### config.mk
export PLATFORM = sky130hd
export DESIGN_NAME = imm_issue_ctrl
export DESIGN_NICKNAME = d
export VERILOG_FILES = /design/src/rtl/mips_pkg.sv /design/src/rtl/imm_decode.sv /design/src/rtl/imm_issue_ctrl.sv
export SDC_FILE = /design/constraint.sdc
export NUM_CORES = 1
export LEC_CHECK = 0
export ABC_AREA = 1
export BUFFER_PORTS_ARGS = -buffer_cell sky130_fd_sc_hd__buf_2
export CAP_MARGIN = 20
export CORE_MARGIN = 10
export CORE_UTILIZATION = 45
export CTS_BUF_LIST = sky130_fd_sc_hd__clkbuf_8
export DETAILED_ROUTE_END_ITERATION = 7
export PLACE_DENSITY = 0.69
export SLEW_MARGIN = 15
export SYNTH_ARGS = -nofsm -noshare
export SYNTH_HDL_FRONTEND = slang
export SYNTH_SLANG_ARGS = --single-unit
### constraint.sdc
create_clock -name clk -period 3.25 [get_ports clk]
set_input_delay 0.65 -clock clk [delete_from_list [all_inputs] [get_ports clk]]
set_output_delay 0.65 -clock clk [all_outputs]
set_load 0.02 [all_outputs]
### src/rtl/mips_pkg.sv
// Shared MIPS decode definitions: opcodes, immediate-kind encodings and the
// layout of one issue-buffer entry.
package mips_pkg;

  localparam logic [5:0] OP_RTYPE = 6'h00;
  localparam logic [5:0] OP_J     = 6'h02;
  localparam logic [5:0] OP_JAL   = 6'h03;
  localparam logic [5:0] OP_BEQ   = 6'h04;
  localparam logic [5:0] OP_BNE   = 6'h05;
  localparam logic [5:0] OP_ADDI  = 6'h08;
  localparam logic [5:0] OP_ADDIU = 6'h09;
  localparam logic [5:0] OP_SLTI  = 6'h0A;
  localparam logic [5:0] OP_SLTIU = 6'h0B;
  localparam logic [5:0] OP_ANDI  = 6'h0C;
  localparam logic [5:0] OP_ORI   = 6'h0D;
  localparam logic [5:0] OP_XORI  = 6'h0E;
  localparam logic [5:0] OP_LUI   = 6'h0F;
  localparam logic [5:0] OP_LW    = 6'h23;
  localparam logic [5:0] OP_SW    = 6'h2B;

  typedef enum logic [1:0] {
    IMM_SIGN  = 2'd0,
    IMM_ZERO  = 2'd1,
    IMM_UPPER = 2'd2,
    IMM_NONE  = 2'd3
  } imm_kind_e;

  localparam int unsigned ENTRY_W = 32 + 32 + 2 + 6 + 1;

  typedef struct packed {
    logic [31:0] imm;
    logic [31:0] br_target;
    imm_kind_e   kind;
    logic [5:0]  opcode;
    logic        illegal;
  } imm_entry_t;

endpackage

### src/rtl/imm_decode.sv
// Combinational opcode decode: picks the immediate extension mode and forms
// the extended immediate and branch target.
module imm_decode
  import mips_pkg::*;
(
  input  logic [31:0] instr,
  input  logic [31:0] pc_plus4,
  output imm_kind_e   kind,
  output logic [31:0] imm,
  output logic [31:0] br_target,
  output logic        illegal
);

  logic [5:0]  opcode;
  logic [15:0] raw;
  logic [31:0] sext;
  logic        unused_fields;

  assign opcode        = instr[31:26];
  assign raw           = instr[15:0];
  assign sext          = {{16{raw[15]}}, raw};
  assign unused_fields = ^instr[25:16];

  always_comb begin
    kind    = IMM_NONE;
    illegal = 1'b0;
    case (opcode)
      OP_BEQ, OP_BNE, OP_ADDI, OP_ADDIU,
      OP_SLTI, OP_SLTIU, OP_LW, OP_SW:    kind = IMM_SIGN;
      OP_ANDI, OP_ORI, OP_XORI:           kind = IMM_ZERO;
      OP_LUI:                             kind = IMM_UPPER;
      OP_RTYPE, OP_J, OP_JAL:             kind = IMM_NONE;
      default:                            illegal = 1'b1;
    endcase
  end

  always_comb begin
    imm = '0;
    unique case (kind)
      IMM_SIGN:  imm = sext;
      IMM_ZERO:  imm = {16'h0000, raw};
      IMM_UPPER: imm = {raw, 16'h0000};
      IMM_NONE:  imm = '0;
      default:   imm = '0;
    endcase
  end

  // Target uses the sign-extended immediate for every kind; overflow wraps.
  assign br_target = pc_plus4 + {sext[29:0], 2'b00};

endmodule

### src/rtl/imm_issue_ctrl.sv
// ID-stage immediate issue controller: decodes at enqueue and holds results in
// a 2-entry elastic buffer with valid/ready handshakes on both sides.
module imm_issue_ctrl
  import mips_pkg::*;
#(
  parameter int unsigned DEPTH = 2,
  parameter int unsigned XLEN  = 32
) (
  input  logic            clk,
  input  logic            rst,
  input  logic            flush,
  input  logic            in_valid,
  output logic            in_ready,
  input  logic [31:0]     in_instr,
  input  logic [XLEN-1:0] in_pc_plus4,
  output logic            out_valid,
  input  logic            out_ready,
  output logic [XLEN-1:0] out_imm,
  output logic [XLEN-1:0] out_br_target,
  output logic [1:0]      out_kind,
  output logic [5:0]      out_opcode,
  output logic            out_illegal
);

  typedef enum logic [1:0] {StEmpty, StOne, StTwo} state_e;

  state_e     state_q, state_d;
  imm_entry_t entry_q [DEPTH];
  imm_entry_t new_entry;
  imm_entry_t head_entry;
  logic       head_q, head_d;
  logic       wr_idx;
  logic       push, pop;

  imm_decode u_decode (
    .instr     (in_instr),
    .pc_plus4  (in_pc_plus4),
    .kind      (new_entry.kind),
    .imm       (new_entry.imm),
    .br_target (new_entry.br_target),
    .illegal   (new_entry.illegal)
  );

  assign new_entry.opcode = in_instr[31:26];

  assign push = in_valid & in_ready;
  assign pop  = out_valid & out_ready;

  // With one entry held, the free slot is the one opposite the head.
  assign wr_idx = (state_q == StOne) ? ~head_q : head_q;
  assign head_d = pop ? ~head_q : head_q;

  always_ff @(posedge clk) begin
    if (rst) begin
      state_q <= StEmpty;
    end else begin
      state_q <= state_d;
    end
  end

  always_comb begin
    state_d = state_q;
    if (flush) begin
      state_d = StEmpty;
    end else begin
      unique case (state_q)
        StEmpty: if (push) state_d = StOne;
        StOne: begin
          if (push && !pop) begin
            state_d = StTwo;
          end else if (pop && !push) begin
            state_d = StEmpty;
          end
        end
        StTwo:   if (pop) state_d = StOne;
        default: state_d = StEmpty;
      endcase
    end
  end

  always_comb begin
    in_ready  = (state_q != StTwo);
    out_valid = (state_q != StEmpty);
  end

  always_ff @(posedge clk) begin
    if (rst) begin
      head_q <= 1'b0;
      for (int i = 0; i < DEPTH; i++) begin
        entry_q[i] <= '0;
      end
    end else if (!flush) begin
      head_q <= head_d;
      if (push) begin
        entry_q[wr_idx] <= new_entry;
      end
    end
  end

  assign head_entry    = entry_q[head_q];
  assign out_imm       = head_entry.imm;
  assign out_br_target = head_entry.br_target;
  assign out_kind      = head_entry.kind;
  assign out_opcode    = head_entry.opcode;
  assign out_illegal   = head_entry.illegal;

endmodule

After elaboration in Yosys (flattened, before gate mapping)

Memory sizes are Yosys's and may differ from the RTL's. A register that Yosys moved wholly into a read port is not among the register bits.
Cells that the tools add are included.

Flip-flop bits (word level): 3
Memory bits (writable): 146
Input port bits: 69
Memories kept: 1

Add/subtract/negate cells: 1
Equality and inequality tests: 23
Mux-type cells: 20
Bitwise logic cells: 4
Reductions and logical operators: 15

Memory list:

| name    | depth | width | read ports | clocked after memory_dff | write ports | line                 | text |
|---|---|---|---|---|---|---|---|
| entry_q | 2     | 73    | 1          | 1                        | 2           | imm_issue_ctrl.sv:28 | `imm_entry_t entry_q [DEPTH];` |

Operators by type and width:

| kind                                                                   | count |
|---|---|
| 32-bit case mux with 4 select lines                                    | 1 |
| 73-bit 2-to-1 mux                                                      | 1 |
| 73-bit OR reduction                                                    | 1 |
| 6-bit by 4-bit equality test with 1-bit output (second input constant) | 8 |
| 32-bit adder                                                           | 1 |
| 15-bit OR reduction                                                    | 1 |
| 6-bit by 2-bit equality test with 1-bit output (second input constant) | 2 |
| 6-bit by 3-bit equality test with 1-bit output (second input constant) | 2 |
| 6-bit equality test (second input constant)                            | 2 |
| 1-bit 2-to-1 mux                                                       | 12 |
| 2-bit case mux with 3 select lines                                     | 2 |
| 2-bit 2-to-1 mux                                                       | 4 |
| 8-bit OR reduction                                                     | 1 |
| 2-bit equality test (second input constant)                            | 3 |
| 6-bit logical NOT                                                      | 1 |
| 2-bit != test (second input constant)                                  | 3 |
| 2-bit by 1-bit equality test with 1-bit output (second input constant) | 2 |
| 2-bit logical NOT                                                      | 2 |
| 3-bit by 1-bit != test with 1-bit output (second input constant)       | 1 |
| 3-bit AND reduction                                                    | 1 |
| 3-bit OR reduction                                                     | 1 |
| 1-bit bitwise AND                                                      | 2 |
| 1-bit logical AND                                                      | 2 |
| 1-bit logical NOT                                                      | 2 |
| other kinds (4)                                                        | 5 |

Longest topological paths before layout

Word-level depth: 8
Gate-level depth with buffers: 13

Cells and area by module

A second synthesis with hierarchy kept.

Cells, all modules: 1055
Area, all modules: 9122.5 sq um

By module, submodules not included:

| module         | instances | cells each | area an instance (sq um) | seq. area each (sq um) |
|---|---|---|---|---|
| imm_issue_ctrl | 1         | 508        | 6535.0                   | 4464.3 |
| imm_decode     | 1         | 547        | 2587.5                   | 0.0 |

Least setup slack after synthesis

No wires, ideal clock.

Path kind: input -> register
Start point: in rst
End point: mem entry_q[0][0] (netlist name), enable pin
Arrival time: 2.916 ns
Data required time: 2.817 ns
Slack: -0.099 ns
Stages on the path: 7
Path buffers: 2
Path through: inv_1 -> nand2_1 -> nor2_1 -> nand2_1 -> buf_2 -> buf_2 -> nand2_1

RTL lines:

| element     | line                 | text |
|---|---|---|
| from (decl) | imm_issue_ctrl.sv:10 | `input logic rst,` |
| to (decl)   | imm_issue_ctrl.sv:28 |  |

==> flow_metrics.env <==
export IMPL_worst_r2r_setup_slack_ns=1.10
export IMPL_setup_viol=0
export IMPL_r2r_end="entry_q[1][30]"
export IMPL_wl_um=21400
export IMPL_critPathBufInv=2
export IMPL_post_synth_top_area_cell="edfxtp_1"
export IMPL_synth_edf_count=146
export IMPL_period_share_pct=77.68
export IMPL_clock_sinks=150
export IMPL_place_inst=1312
export IMPL_yosysWarningCount=0
export IMPL_first_pass_iters=5
export IMPL_rsz0062_at_grt="false"
export IMPL_start_util_pct=46.17
export IMPL_slew_viol_final=0
export IMPL_drc=0
export IMPL_area_growth_syn_to_layout_pct=14.95
export IMPL_yosysUniqueCellTypes=37
export IMPL_path_class="flop to output port"
export IMPL_status="complete, no violations"
export IMPL_critPathArrivalTime_ns=1.87
export IMPL_slowest_delay_ns=0.51
export IMPL_ys_flop_type="edfxtp_1"
export IMPL_cp_start_kind="flop"
export IMPL_avgViaCountPerCell=4.912
export IMPL_min_from="out_ready"
export IMPL_power_total_mw=4.435
export IMPL_whs_path_depth=2
export IMPL_vias=6602
export IMPL_cts_buffers=17
export IMPL_globalRouteOverflowTotal=0
export IMPL_synthCells=939
export IMPL_whs_ns=0.4009
export IMPL_die_h_um=159.2
export IMPL_clock_latency_ns=0.44
export IMPL_power_density_mw_per_mm2=442.3
export IMPL_synth_area_leaders="edfxtp_1 (50%), mux2_2 (9.4%), nand2_1 (8.8%)"
export IMPL_endpoint_kind="output port"
export IMPL_synth_commonest_cells="nand2_1 (205), nor2_1 (160), edfxtp_1 (146), inv_1 (128), mux2_2 (73)"
export IMPL_tightestPinTransition_ns=0.8864
export IMPL_relSlewSlack_pct=40.91
export IMPL_crit_slowest_cell="dfxtp_4"
export IMPL_hold_violations=0
export IMPL_grt_pass1_wl_um=34210
export IMPL_htree_levels=4
export IMPL_ys_seq_area_share_pct=51.18
export IMPL_die_area_mm2=0.02535
export IMPL_path_delay_family="flip-flops"
export IMPL_crit_fanout=20
export IMPL_drtAntennaViolNets=0
export IMPL_clock_path_buffers=2
export IMPL_fin_crit_ns=2.525
export IMPL_ctsHoldBuffers=0
export IMPL_ir_drop_mv=0.2157
export IMPL_grt_pass1_vias=6465
export IMPL_grt_max_degree=74
export IMPL_grt_use_total_pct=16.68
export IMPL_path_clk_slew_ns=0.10
export IMPL_syn_nets=1038
export IMPL_rows=50
export IMPL_n_antenna_cell=0
export IMPL_cts_root_buffer="clkbuf_8"
export IMPL_reg2reg_from="state_q[0]"
export IMPL_synthesis_area_mm2=0.008722
export IMPL_avgSynthCellArea_um2=9.289
export IMPL_hold_path_end="state_q[1]"
export IMPL_ys_seq_elements=150
export IMPL_io_buffers=133
export IMPL_yosysMostFrequentCell="nand2_1"
export IMPL_cts_resized=0
export IMPL_tns_ns=0
export IMPL_postCtsSetupRepairBufs=0
export IMPL_reg2reg_depth=7
export IMPL_ios=144
export IMPL_cp_required_ns=2.60
export IMPL_wire_per_inst_um=15.92
export IMPL_core_mm2=0.01889
export IMPL_path_cells="buf_4, mux2_2, buf_2"
export IMPL_drive_gt1_share_pct=27.03
export IMPL_synthArstFlopShare_pct=0
export IMPL_p_leak_nw=4.623
export IMPL_hp_class="input pin to flop"
export IMPL_tritoncts="built"
export IMPL_gp_congestion=0.8635
export IMPL_fin_nets=1170
export IMPL_drt_iter0_drc=385
export IMPL_netlist_area_leader_share_pct=50.27
export IMPL_max_cap_violations=0
export IMPL_die_width_um=159.2
export IMPL_instances_no_fill=1344
export IMPL_place_hpwl_um=16140
export IMPL_antenna_found_initial=0
export IMPL_max_freq_mhz=396.1
export IMPL_fin_worst_skew_ns=0.02148
per-stage QoR:
| stage | worst slack [ns] | utilization (%) | cell area [µm²] |
|---|---|---|---|
| detailed placement | 0.5074 | 51.18 | 9669 |
| finish | 0.7254 | 53.07 | 10030 |
| global route | 0.6277 | 53.07 | 10030 |
| CTS | 0.6743 | 53.07 | 10030 |
| global placement | 0.5295 | 51.18 | 9669 |
| floorplan | -0.09907 | - | 8722 |
metal layers:
| metal | GRT usage (%) | part of all wire [%] |
|---|---|---|
| met2 | 26.64 | 47 |
| met4 | 4.465 | 1.2 |
| met1 | 22.91 | 46 |
| met5 | 0 | 0 |
| met3 | 2.840 | 5.3 |
cells by family (layout without fill, tap and decap cells):
| logic type | Yosys count | in the layout | synth area share, % |
|---|---|---|---|
| AOI/OAI and AO/OA | 49 | 49 | 3.543 |
| xor gates and xnor gates | 17 | 17 | 1.707 |
| adders and majority gates | 30 | 30 | 4.390 |
| buffers and inverters | 170 | 315 | 8.048 |
| DFF | 150 | 150 | 51.18 |
| muxes | 73 | 73 | 9.425 |
| and+or+nand+nor | 450 | 450 | 21.70 |
worst max path at each step:
| stage | from | endpoint | depth (start not counted) |
|---|---|---|---|
| 2_1_floorplan | rst | entry_q[0][0] | 7 |
| 3_3_place_gp | in_instr[0] | entry_q[0][39] | 14 |
| 3_5_place_dp | in_instr[0] | entry_q[0][39] | 14 |
| 4_1_cts | flop | out_br_target[14] | 3 |
| 5_1_grt | flop | out_br_target[14] | 3 |
| 6_report | flop | out_br_target[14] | 3 |
registers in the layout, indices dropped and copies added, names as in the netlist, named ones only:
name and flops:
entry_q 146, head_q 1, state_q 2
where the power goes:
group          switching, mW  internal, mW  leakage, nW
logic                  0.586         0.302         2.90
clock network          0.753         0.547        0.175
registers             0.0242          2.22         1.55
layout by cell type (no fill, tap or decap), types with 4 or more instances in the layout:
cell type	count
inv_1	128
clkinvlp_4	4
nor3_2	4
ha_1	29
nand3_1	25
a21oi_1	22
mux2_2	73
nor3_1	32
buf_2	133
clkbuf_8	17
inv_2	12
xor2_1	5
buf_4	6
o21ai_2	10
o21bai_1	5
nand2_2	6
nand2_1	201
xnor2_1	12
nor2_1	160
nand2_4	5
o21ai_0	8
nand4_1	7
edfxtp_1	146
area by class of cell:
| class | instances | area (µm²) |
|---|---|---|
| inverter | 141 | 529.3 |
| timing repair buffer | 142 | 770.7 |
| tap | 260 | 325.3 |
| sequential | 150 | 4468 |
| fill | 1817 | 8867 |
| multi-input combinational | 619 | 3576 |
| clock inverter | 15 | 122.6 |
| clock buffer | 17 | 234.0 |
(Power assumes the default switching activity.)
